===== config.mk =====
export PLATFORM = sky130hd
export DESIGN_NAME = mult32_seq
export DESIGN_NICKNAME = d
export VERILOG_FILES = /design/src/rtl/mult_pkg.sv /design/src/rtl/neg64.sv /design/src/rtl/mult32_seq.sv
export SDC_FILE = /design/constraint.sdc
export NUM_CORES = 1
export LEC_CHECK = 0
export BUFFER_PORTS_ARGS = -buffer_cell sky130_fd_sc_hd__buf_2
export CORE_UTILIZATION = 35
export CTS_BUF_LIST = sky130_fd_sc_hd__clkbuf_8
export DETAILED_ROUTE_END_ITERATION = 10
export GPL_ROUTABILITY_DRIVEN = 1
export GPL_TIMING_DRIVEN = 1
export PLACE_DENSITY = 0.52
export SETUP_SLACK_MARGIN = 0.3
export SLEW_MARGIN = 20
export SYNTH_ARGS = -nofsm -noshare
export SYNTH_HDL_FRONTEND = slang
export SYNTH_HIERARCHICAL = 1
export SYNTH_SLANG_ARGS = --single-unit

===== constraint.sdc =====
create_clock -name CLK -period 5.1 [get_ports CLK]
set_input_delay 0.51 -clock CLK [delete_from_list [all_inputs] [get_ports CLK]]
set_output_delay 0.51 -clock CLK [all_outputs]
set_load 0.01 [all_outputs]

===== src/rtl/mult_pkg.sv =====
// Shared constants, state encoding and iteration-count helper for the sequential multiplier.
package mult_pkg;

  localparam int unsigned WIDTH = 32;
  // Counter must hold N = 32 when one bit is retired per cycle.
  localparam int unsigned CNT_W = 6;

  typedef enum logic [1:0] {
    StIdle,
    StCalc,
    StFix,
    StDone
  } state_e;

  // Number of CALC iterations for a given step width.
  function automatic int unsigned n_iter(input int unsigned step_bits);
    return WIDTH / step_bits;
  endfunction

endpackage


===== src/rtl/neg64.sv =====
// 64-bit two's-complement negate: bitwise invert plus one.
module neg64 (
  input  logic [63:0] data_i,
  output logic [63:0] data_o
);

  assign data_o = ~data_i + 64'd1;

endmodule


===== src/rtl/mult32_seq.sv =====
// Sequential 32x32 multiplier, signed or unsigned, retiring STEP_BITS multiplier bits per cycle.
// Signed operands are multiplied as magnitudes; the sign is applied once in FIX.
module mult32_seq
  import mult_pkg::*;
#(
  parameter int unsigned STEP_BITS = 1
) (
  input  logic        CLK,
  input  logic        RST,
  input  logic        START,
  input  logic        SIGNED,
  input  logic [31:0] A,
  input  logic [31:0] B,
  output logic [31:0] HI,
  output logic [31:0] LO,
  output logic        BUSY,
  output logic        DONE
);

  localparam int unsigned N = n_iter(STEP_BITS);
  localparam logic [CNT_W-1:0] NLoad = CNT_W'(N);

  state_e           state_q, state_d;
  logic [CNT_W-1:0] cnt_q, cnt_d;
  logic             accept;

  logic [63:0] acc_q;
  logic [63:0] mcand_q;
  logic [31:0] mplier_q;
  logic        sign_q;
  logic [63:0] prod_q;
  logic [63:0] pp;

  logic [63:0] neg_a_in, neg_a_out;
  logic [63:0] neg_b_out;
  logic [31:0] mag_a, mag_b;
  logic        unused_neg_b;

  // A request is taken only from IDLE or DONE; anything during CALC/FIX is dropped.
  assign accept = START && (state_q == StIdle || state_q == StDone);

  // One negator serves both |A| (at accept) and the final negate (in FIX); they never overlap.
  assign neg_a_in = (state_q == StFix) ? acc_q : {32'b0, A};

  neg64 u_neg_a (
    .data_i (neg_a_in),
    .data_o (neg_a_out)
  );

  neg64 u_neg_b (
    .data_i ({32'b0, B}),
    .data_o (neg_b_out)
  );

  assign unused_neg_b = ^neg_b_out[63:32];

  // 0x80000000 negates to itself in the low 32 bits, which is the correct magnitude.
  assign mag_a = (SIGNED && A[31]) ? neg_a_out[31:0] : A;
  assign mag_b = (SIGNED && B[31]) ? neg_b_out[31:0] : B;

  // Sum of the shifted partial products for the next STEP_BITS multiplier bits.
  always_comb begin
    logic [31:0] bits;
    logic [63:0] term;
    pp   = '0;
    bits = mplier_q;
    term = mcand_q;
    for (int j = 0; j < int'(STEP_BITS); j++) begin
      if (bits[0]) pp = pp + term;
      bits = bits >> 1;
      term = term << 1;
    end
  end

  // Next-state and iteration counter.
  always_comb begin
    state_d = state_q;
    cnt_d   = cnt_q;
    case (state_q)
      StIdle, StDone: begin
        if (accept) begin
          state_d = StCalc;
          cnt_d   = NLoad;
        end else begin
          state_d = StIdle;
        end
      end
      StCalc: begin
        cnt_d = cnt_q - 1'b1;
        if (cnt_q == CNT_W'(1)) state_d = StFix;
      end
      StFix:   state_d = StDone;
      default: state_d = StIdle;
    endcase
  end

  // FSM state and counter registers.
  always_ff @(posedge CLK or negedge RST) begin
    if (!RST) begin
      state_q <= StIdle;
      cnt_q   <= '0;
    end else begin
      state_q <= state_d;
      cnt_q   <= cnt_d;
    end
  end

  // Datapath: operand latch, shift-add accumulation, and result write in FIX.
  always_ff @(posedge CLK or negedge RST) begin
    if (!RST) begin
      acc_q    <= '0;
      mcand_q  <= '0;
      mplier_q <= '0;
      sign_q   <= 1'b0;
      prod_q   <= '0;
    end else if (accept) begin
      acc_q    <= '0;
      mcand_q  <= {32'b0, mag_a};
      mplier_q <= mag_b;
      sign_q   <= SIGNED & (A[31] ^ B[31]);
    end else if (state_q == StCalc) begin
      acc_q    <= acc_q + pp;
      mcand_q  <= mcand_q << STEP_BITS;
      mplier_q <= mplier_q >> STEP_BITS;
    end else if (state_q == StFix) begin
      prod_q <= sign_q ? neg_a_out : acc_q;
    end
  end

  assign HI   = prod_q[63:32];
  assign LO   = prod_q[31:0];
  assign BUSY = (state_q == StCalc) || (state_q == StFix);
  assign DONE = (state_q == StDone);

endmodule


==> flow_summary.ini <==
[synthesis]
syn_area_um2 = 17500
postSynthAreaPerCell_um2 = 8.71
synth_nets = 2144
synthCells = 2005
yosys_warnings = 6

[sta]
fmax_ghz = 0.232
post-route-period-util_pct = 84.6
fin_crit_ns = 4.32
clock_skew_ns = 0.0230
rsz0062_at_grt = false
slew_violations = 0
tightest_slew_ns = 1.09
slew_headroom_pct = 27.1
setup_viol = 0
tns_ns = 0
hold_viol_final = 0

[floorplan]
die_h_um = 225
rows = 81
initial_core_util_pct = 35.6
core_um2 = 49100
io_pins = 134
die_w_um = 225
die_area_um2 = 50800

[worst_setup_path]
crit_type = reg2reg
cpMaxStageDelayCell = or3_1
crit_family = simple AND/OR/NAND/NOR gates
worstPathMaxFanout = 34
r2r_slack_ns = 0.78
worstPathArrival_ns = 4.78
critPathCaptureType = flip-flop
cp.required_ns = 5.56
crit_path_cell_trace = inv_1 > ha_4 > mux2_2 > or4_4 > or4_1 > or3_1 > nor3_1 > xnor2_1 > and3_1 > a211oi_1 > a21oi_1
worstSetupStartpointType = flip-flop
cpPeakStageDelay_ns = 0.64
path_buf_inv = 1

[placement]
gp_congestion = 0.861
dp_hpwl_mm = 36.3
io_buffer_count = 133

[global_route]
antenna_found_initial = 2
grt_pass1_wl_mm = 81.6
grt_overflow = 0
grt_use_total_pct = 20.2
grt_max_degree = 121
grt_pass1_vias = 14800

[detailed_routing]
drc_errors = 0
wl_per_cell_um = 18.5
ant_nets = 0
num_vias = 15000
routed_wirelength_mm = 51.2
firstDrtPassIters = 5
drtIter0Drc = 846
via_per_inst = 5.40

[clock_tree]
cts_buffers = 46
h-tree-depth = 2
cts_buffer_depth = 3
clockRootBuffer = clkbuf_8
clock_latency_ns = 0.63
cts_resized = 0
cts_tree = done
clk_pin_slew_ns = 0.06
cts_sinks = 233

[flow_run]
maxCapViolations = 0

[layout]
drive_above_1_share_pct = 14.0
syn_to_final_growth_pct = 12.3
fill_cells = 5051
nNetsFinal = 2210

[worst_hold_path]
hold_class = in2reg

[run_status]
status = complete, no violations

[power]
power_mw = 11.6
cellPowerDensity_nw_per_um2 = 590
p_leak_nw = 8.38
peakVddDrop_v = 0.000314
[tightest hold or removal path: cells and delay by family]
kind / cells / cell delay [ns]
compound gates: 2 / 0.16
buf+inv: 1 / 0.09
[state kept, by name, summed over array words and instances (netlist names)]
| signal | flops |
|---|---|
| acc_q | 64 |
| mplier_q | 32 |
| cnt_q | 6 |
| state_q | 2 |
| mcand_q | 64 |
| sign_q | 1 |
| prod_q | 64 |
[metal layers]
metal	vias up	part of all wire [%]	track usage, %
li1	7364	-	-
met1	7204	47	27.5
met2	308	45	31.7
met3	92	5.3	4.41
met4	2	2.5	6.23
met5	-	0.033	0
[metrics by stage]
step | area [um^2] | std cells | setup WS, ns | utilization [%] | hold WS, ns
2_1_floorplan | 17500 | 2005 | 0.974 | - | 0.214
4_1_cts | 19600 | 2769 | 0.620 | 40.0 | 0.135
5_1_grt | 19600 | 2770 | 0.439 | 40.0 | 0.181
3_3_place_gp | 18700 | 2685 | 0.678 | 38.1 | 0.495
6_report | 19600 | 2772 | 0.784 | 40.0 | 0.190
3_5_place_dp | 18700 | 2685 | 0.607 | 38.1 | 0.505
[placed cells by master (no fill, tap or decap), types with 7 or more instances in the layout]
cell / count
o21bai_1: 12
nor3_1: 34
o21a_1: 10
clkinv_2: 9
a31oi_1: 13
or4_1: 11
buf_2: 132
nand2_1: 91
o21ai_0: 60
nand3_1: 27
ha_1: 68
a211oi_1: 71
or4_4: 7
a21o_1: 33
or3_1: 15
xnor2_1: 94
mux2i_1: 196
dfrtp_1: 232
nor4_1: 30
a21oi_1: 220
buf_4: 20
o22ai_1: 7
clkbuf_8: 55
xor2_1: 50
mux2_2: 34
inv_1: 48
and2_1: 102
and3_1: 69
nand4_1: 33
nor2_1: 213
nor2b_1: 11
o211ai_1: 9
[worst paths after layout]
path,from,endpoint,cells past startpoint
worst max register to register,state_q[0],mcand_q[29],11
max in group asynchronous,RST,mcand_q[14],3
worst min register to register,prod_q[19],prod_q[19],2
worst min-delay path,A[9],mcand_q[9],3
min in group asynchronous,RST,prod_q[47],2
worst max-delay path,state_q[0],mcand_q[29],11
[final cells by class]
cell class,instances,area [um^2],share of cell area [%]
Clock inverter,28,155,0.791
Antenna cell,2,5.00,0.0255
Sequential cell,233,5830,29.7
Timing Repair Buffer,159,936,4.77
Tap cell,664,831,4.23
Inverter,33,124,0.631
Clock buffer,55,757,3.86
Multi-Input combinational cell,1598,11000,56.0
[power by group]
group | switching (mW) | total [mW] | internal [mW]
Sequential | 0.699 | 3.33 | 2.63
Combinational | 3.79 | 6.33 | 2.54
Clock | 0.894 | 1.92 | 1.03
[repair_timing]
item                       4_1_cts  5_1_grt
hold buffers                     1        0
buffers inserted                 0        1
setup endpoints to repair        0        1
hold endpoints to repair        70        0
Note: power is estimated with default switching activity, not from simulation.
